### config.mk
export PLATFORM = sky130hd
export DESIGN_NAME = seq_divider
export DESIGN_NICKNAME = d
export VERILOG_FILES = /design/src/rtl/div_pkg.sv /design/src/rtl/div_step.sv /design/src/rtl/seq_divider.sv
export SDC_FILE = /design/constraint.sdc
export NUM_CORES = 1
export LEC_CHECK = 0
export CORE_MARGIN = 5
export CORE_UTILIZATION = 58
export CTS_CLUSTER_DIAMETER = 80
export CTS_CLUSTER_SIZE = 16
export DETAILED_ROUTE_END_ITERATION = 12
export PLACE_DENSITY = 0.85
export SLEW_MARGIN = 20
export SYNTH_ARGS = -nofsm -noshare
export SYNTH_HDL_FRONTEND = slang
export SYNTH_SLANG_ARGS = --single-unit
### constraint.sdc
create_clock -name clk -period 4.9 [get_ports clk]
set_input_delay 1.47 -clock clk [delete_from_list [all_inputs] [get_ports clk]]
set_output_delay 1.47 -clock clk [all_outputs]
set_load 0.02 [all_outputs]
### src/rtl/div_pkg.sv
// Shared definitions for the sequential restoring divider: FSM encoding,
// iteration-counter sizing and the divide-by-zero quotient fill.
package div_pkg;

  typedef enum logic {
    ST_IDLE = 1'b0,
    ST_CALC = 1'b1
  } state_e;

  // Counter must be able to represent WIDTH steps.
  function automatic int cnt_width(input int width);
    return $clog2(width + 1);
  endfunction

  // Each quotient bit is filled with this value on divide-by-zero (all ones).
  localparam logic DBZ_FILL = 1'b1;

endpackage

### src/rtl/div_step.sv
// One restoring-division iteration: shift in the next dividend bit, trial
// subtract the divisor, keep the difference only when it does not borrow.
module div_step #(
  parameter int WIDTH = 8
) (
  input  logic [WIDTH:0]   rem_i,
  input  logic [WIDTH-1:0] q_i,
  input  logic [WIDTH-1:0] divisor_i,
  output logic [WIDTH:0]   rem_o,
  output logic [WIDTH-1:0] q_o
);

  logic [WIDTH:0]   p;
  logic [WIDTH+1:0] diff;
  logic             borrow;
  logic             unused_rem_msb;

  // The partial remainder is always below the divisor, so its top bit is
  // never significant when shifting.
  assign unused_rem_msb = rem_i[WIDTH];

  assign p      = {rem_i[WIDTH-1:0], q_i[WIDTH-1]};
  assign diff   = {1'b0, p} - {2'b00, divisor_i};
  assign borrow = diff[WIDTH+1];
  assign rem_o  = borrow ? p : diff[WIDTH:0];
  assign q_o    = {q_i[WIDTH-2:0], ~borrow};

endmodule

### src/rtl/seq_divider.sv
// Multi-cycle unsigned restoring divider with a start/busy/valid handshake.
// start is accepted whenever busy=0; valid pulses for one cycle per result.
module seq_divider
  import div_pkg::*;
#(
  parameter int WIDTH = 8
) (
  input  logic             clk,
  input  logic             rst,
  input  logic             start,
  input  logic [WIDTH-1:0] dividend,
  input  logic [WIDTH-1:0] divisor,
  output logic             busy,
  output logic             valid,
  output logic [WIDTH-1:0] quotient,
  output logic [WIDTH-1:0] remainder,
  output logic             div_by_zero
);

  localparam int CNT_W = cnt_width(WIDTH);

  state_e           state_q, state_d;
  logic [CNT_W-1:0] cnt_q, cnt_d;
  logic [WIDTH-1:0] q_q, q_d;
  logic [WIDTH:0]   rem_q, rem_d;
  logic [WIDTH-1:0] dvs_q, dvs_d;
  logic             pend_q, pend_d;
  logic             valid_q, valid_d;
  logic [WIDTH-1:0] quot_q, quot_d;
  logic [WIDTH-1:0] remd_q, remd_d;
  logic             dbz_q, dbz_d;

  logic [WIDTH:0]   step_rem;
  logic [WIDTH-1:0] step_q;

  div_step #(.WIDTH(WIDTH)) u_step (
    .rem_i     (rem_q),
    .q_i       (q_q),
    .divisor_i (dvs_q),
    .rem_o     (step_rem),
    .q_o       (step_q)
  );

  always_comb begin
    state_d = state_q;
    cnt_d   = cnt_q;
    q_d     = q_q;
    rem_d   = rem_q;
    dvs_d   = dvs_q;
    pend_d  = 1'b0;
    valid_d = 1'b0;
    quot_d  = quot_q;
    remd_d  = remd_q;
    dbz_d   = dbz_q;

    // A divide-by-zero accepted last edge publishes now; q_q still holds
    // that dividend even if a new operation is being captured this edge.
    if (pend_q) begin
      valid_d = 1'b1;
      quot_d  = {WIDTH{DBZ_FILL}};
      remd_d  = q_q;
      dbz_d   = 1'b1;
    end

    case (state_q)
      ST_IDLE: begin
        if (start) begin
          q_d   = dividend;
          dvs_d = divisor;
          rem_d = '0;
          cnt_d = '0;
          if (divisor != '0) state_d = ST_CALC;
          else               pend_d  = 1'b1;
        end
      end
      ST_CALC: begin
        rem_d = step_rem;
        q_d   = step_q;
        cnt_d = cnt_q + CNT_W'(1);
        if (cnt_q == CNT_W'(WIDTH - 1)) begin
          state_d = ST_IDLE;
          valid_d = 1'b1;
          quot_d  = step_q;
          remd_d  = step_rem[WIDTH-1:0];
          dbz_d   = 1'b0;
        end
      end
      default: state_d = ST_IDLE;
    endcase
  end

  always_ff @(posedge clk or posedge rst) begin
    if (rst) begin
      state_q <= ST_IDLE;
      cnt_q   <= '0;
      q_q     <= '0;
      rem_q   <= '0;
      dvs_q   <= '0;
      pend_q  <= 1'b0;
      valid_q <= 1'b0;
      quot_q  <= '0;
      remd_q  <= '0;
      dbz_q   <= 1'b0;
    end else begin
      state_q <= state_d;
      cnt_q   <= cnt_d;
      q_q     <= q_d;
      rem_q   <= rem_d;
      dvs_q   <= dvs_d;
      pend_q  <= pend_d;
      valid_q <= valid_d;
      quot_q  <= quot_d;
      remd_q  <= remd_d;
      dbz_q   <= dbz_d;
    end
  end

  assign busy        = (state_q == ST_CALC);
  assign valid       = valid_q;
  assign quotient    = quot_q;
  assign remainder   = remd_q;
  assign div_by_zero = dbz_q;

endmodule

* Word-level counts from Yosys, hierarchy flattened
Index checks and enable logic that the tools add are counted.
Cells by class: $add $sub $neg 2, eq/ne operators 2, muxes and demuxes 26, bitwise gates (word level) 2, reduce and logical (&&, ||, !) cells 2
Operators by type and width (count):
- $mux W8 | 9
- $pmux W8 S2 | 2
- $mux W1 | 12
- $sub A9 B8 Y10 | 1
- $pmux W4 S2 | 1
- $reduce_bool A8 Y1 | 1
- $add A4 B1 Y4 const B | 1
- $eq A4 B3 Y1 const B | 1
- $mux W4 | 1
- $ne A2 B2 Y1 const B | 1
- $not A1 Y1 | 2
- $pmux W1 S2 | 1
- $reduce_and A2 Y1 | 1
Word-level totals: bits in registers 48, input bits 19, output and inout port bits 19, logic and storage cells 44

* Logic depth before layout (Yosys ltp)
word-level depth 4, mapped depth 9, depth with buffers taken out 9

* By module
A second synthesis with hierarchy kept.
Unflattened totals: cells, all modules 249, area total of the unflattened synthesis 2662.6 µm²
Modules (own cells, without submodules):
- seq_divider | times used 1, cells an instance 175, area an instance 2103.3 µm², seq. area each 1226.2 µm²
- div_step | times used 1, cells an instance 74, area an instance 559.3 µm², seq. area each 0.0 µm²

* Least setup slack after synthesis
Ideal clock, no wire load.
kind input to register, from input start, to register q_q[0], library setup time 0.135 ns, arrival 2.394 ns, data required time 4.765 ns, setup slack 2.371 ns, stages on the path 4, path through clkbuf_1 > buf_1 > mux2i_1 > o21ai_0
Between the ends: longest elaborated chain between the ends 1
RTL lines:
- start, declared | RTL line seq_divider.sv:10 | input logic start,
- $ne A2 B2 Y1 (no source line)
- end signal, assigned | RTL line seq_divider.sv:107 | q_q <= q_d;
- end, declared | RTL line seq_divider.sv:24 | logic [WIDTH-1:0] q_q, q_d;
No other way between the ends. A chain may end at the register's enable or synchronous reset.

* Worst setup path after layout
from input start, to register dvs_q[0]
Between the ends: longest elaborated chain between the ends 1
RTL lines:
- $reduce_and A2 Y1 (no source line)
- end signal, assigned | RTL line seq_divider.sv:109 | dvs_q <= dvs_d;
- end, declared | RTL line seq_divider.sv:26 | logic [WIDTH-1:0] dvs_q, dvs_d;
No other way between the ends.

==> results.py <==
metrics = {
    "critical_path": {
        "cp_max_fo": 20,
        "timing.critical_path.to": "dvs_q[0]",
        "cp_cell_sequence": "clkdlybuf4s50_1, nor2b_1, buf_4, mux2_2",
        "crit_slowest_cell": "clkdlybuf4s50_1",
        "ff2ff_setup_slack_ns": 2.19,
        "critPathCaptureType": "register",
        "timing.rr.end": "rem_q[0]",
        "crit_required_ns": 5.09,
        "crit_path_start_kind": "input pin",
        "cp.buffers_inverters": 2,
        "cpPeakStageDelay_ns": 1.04,
        "reg2regPathDepth": 6,
        "cp_top_family": "buffers and inverters",
        "r2r_start": "rem_q[5]",
        "crit_type": "in -> reg",
        "worstSetupStartpoint": "start",
        "worstPathArrival_ns": 3.27,
        "worstSetupPathDepth": 4,
    },
    "clocking": {
        "ctsHoldBuffers": 0,
        "cts.path.max_buffers": 2,
        "root_buffer": "clkbuf_8",
        "ctsResizeCount": 0,
        "cts_tree": "built",
        "worst_skew_pair.late_latency_ns": 0.30,
        "post_cts_buffers": 0,
        "path_clk_slew_ns": 0.09,
        "cts_made_buffers": 5,
        "cts.sinks": 48,
        "htreeDepth": 2,
    },
    "finish": {
        "regArea_um2": 1200,
        "finish.utilization_pct": 70.3,
        "antenna_cells": 0,
        "multi_input_area_um2": 1220,
        "fillers": 326,
        "nets": 316,
        "drive_above_1_share_pct": 7.99,
        "area_growth_pct": 19.7,
    },
    "global_route": {
        "grt_antenna_before_repair": 0,
        "grt_max_degree": 49,
        "grt_pass1_wl_um": 9290,
        "grt_overflow": 0,
        "grt_pass1_vias": 1958,
        "grt.total_usage_pct": 19.6,
    },
    "power_and_ir_drop": {
        "max-vdd-ir-drop_mv": 0.497,
        "pwr-share-clk_pct": 10.4,
        "p_leak_nw": 1.36,
        "switching_share_pct": 43.6,
        "p_sw_w": 0.00103,
        "power_density_nw_per_um2": 783,
        "combPwrFrac_pct": 58.3,
        "internal_power_w": 0.00133,
        "sequentialPowerShare_pct": 31.3,
    },
    "hold_path": {
        "hp-class": "reg -> reg",
        "min_path_cells": 2,
    },
    "synth": {
        "netlist_instances": 253,
        "ys_seq_elements": 48,
        "synth_cell_types": 43,
        "synth_area_um2": 2520,
        "synth_top_flop_cell": "dfrtp_1",
        "ys.warnings.count": 0,
        "avgSynthCellArea_um2": 9.97,
        "synth_edf_count": 0,
        "yosysSeqAreaShare_pct": 47.6,
        "synth_fp_nets": 282,
        "ys_async_sr_fraction_pct": 100,
    },
    "timing": {
        "timing.final.crit_share_pct": 62.8,
        "setup_viol": 0,
        "max-slew-margin-rel_pct": 41.5,
        "finalMaxSlewViolations": 0,
        "tightest_slew_ns": 0.875,
        "tns_ns": 0,
        "fmax_mhz": 325,
        "finClkSkew_ns": 0.00617,
        "min_period_ns": 3.08,
        "rsz0062_at_grt": "no",
        "hold_viol_final": 0,
    },
    "floorplan": {
        "die_x_um": 75.9,
        "fp.coreArea_um2": 4290,
        "ioPinCount": 38,
        "die_y_um": 75.9,
        "die-area_um2": 5770,
        "num_rows": 24,
        "initial_core_util_pct": 58.7,
    },
    "placed_design": {
        "io_buffers": 37,
        "dp_hpwl_um": 3850,
        "gp_congestion": 0.838,
    },
    "route": {
        "wl_per_cell_um": 16.0,
        "wirelength_um": 5440,
        "drc": 0,
        "vias_per_cell": 5.83,
        "num_vias": 1983,
        "first_pass_iters": 4,
        "ant_nets": 0,
        "drtIter0Drc": 176,
    },
    "run": {
        "maxCapViolCount": 0,
    },
    "status": {
        "status": "completed",
    },
}
-- flip-flops by register name (all words and copies together), names as in the netlist --
register     flops
pend_q           1
quotient         8
q_q              8
dvs_q            8
valid            1
remainder        8
rem_q            8
cnt_q            4
div_by_zero      1
busy             1
-- logic make-up (layout without fill, tap and decap cells) --
| group | count (synthesis) | count (layout) | synth area share [%] |
|---|---|---|---|
| XOR/XNOR | 6 | 6 | 2.08 |
| flip-flops | 48 | 48 | 47.6 |
| AO/OA/AOI/OAI | 64 | 64 | 16.6 |
| multiplexers | 24 | 24 | 9.77 |
| adder cells (fa/ha/maj) | 10 | 10 | 5.26 |
| buffers and inverters | 25 | 60 | 4.32 |
| AND/OR/NAND/NOR | 76 | 76 | 14.3 |
-- power groups by stage --
stage / clock network (W) / registers, W / logic, W
after floorplan: 0 / 0.000793 / 0.000958
after global placement: 0 / 0.000737 / 0.00132
after detailed placement: 0 / 0.000745 / 0.00137
after CTS: 0.000254 / 0.000739 / 0.00138
after global routing: 0.000270 / 0.000767 / 0.00153
final: 0.000247 / 0.000740 / 0.00138
-- worst register-to-register path, delay by kind of cell (launching register included) --
kind                       cells  cell delay [ns]
adders and majority gates      1             0.41
and+or+nand+nor                1             0.59
DFF                            1             0.43
muxes                          2             0.55
AOI/OAI and AO/OA              2             0.65
-- cell type report --
type	instances	area share [%]
Clock buffer	6	2.73
Clock inverter	2	0.497
Inverter	12	1.53
Multi-Input combinational cell	180	40.3
Sequential cell	48	39.8
Tap cell	52	2.15
Timing Repair Buffer	40	13.0
-- synthesized netlist by cell type, types with 2 or more instances --
| cell | instances | area (um^2) |
|---|---|---|
| dfrtp_1 | 48 | 1200 |
| nor2_1 | 25 | 93.8 |
| o21ai_0 | 24 | 120 |
| nand2_1 | 22 | 82.6 |
| mux2i_1 | 19 | 190 |
| a21oi_1 | 15 | 75.1 |
| inv_1 | 12 | 45.0 |
| nand2b_1 | 10 | 62.6 |
| ha_1 | 9 | 113 |
| clkbuf_1 | 8 | 30.0 |
| a211oi_1 | 6 | 45.0 |
| mux2_2 | 5 | 56.3 |
| nor2b_1 | 5 | 31.3 |
| a21o_1 | 4 | 30.0 |
| buf_1 | 3 | 11.3 |
| nor3b_1 | 3 | 22.5 |
| xnor2_1 | 3 | 26.3 |
| xor2_1 | 3 | 26.3 |
| a31oi_1 | 2 | 12.5 |
| buf_6 | 2 | 22.5 |
| nand3_1 | 2 | 10.0 |
| nor4_1 | 2 | 12.5 |
-- cells in the final DEF, fill, tap and decap left out, types with 5 or more instances in the layout --
master,instances
nand2_1,22
dfrtp_1,48
clkbuf_8,6
clkdlybuf4s50_1,37
mux2i_1,19
nor2b_1,5
nand2b_1,10
o21ai_0,24
inv_1,11
ha_1,9
a21oi_1,15
a211oi_1,6
nor2_1,25
mux2_2,5
-- layer usage --
metal	vias to the layer above	share of wire, %	GRT usage, %
li1	951	-	-
met1	960	44	26.1
met2	61	49	31.4
met3	11	4.1	3.67
met4	0	2.3	8.01
met5	-	0	0
-- worst min path at each step --
stage | from | endpoint | slack [ns]
after CTS | div_by_zero | div_by_zero | 0.51
final | div_by_zero | div_by_zero | 0.51
after global placement | div_by_zero | div_by_zero | 0.47
after floorplan | dvs_q[0] | dvs_q[0] | 0.48
after global routing | div_by_zero | div_by_zero | 0.54
after detailed placement | div_by_zero | div_by_zero | 0.49
-- per-stage QoR --
step,total power [W],setup slack (ns),cell area (um^2),hold WS [ns],cells
after floorplan,0.00175,2.29,2520,0.485,253
after global placement,0.00206,1.54,2920,0.473,332
after detailed placement,0.00211,1.52,2920,0.492,332
after CTS,0.00237,1.82,3010,0.512,340
after global routing,0.00257,1.73,3020,0.536,340
final,0.00237,1.82,3020,0.505,340
No activity file was read; power rests on OpenSTA's default activity.
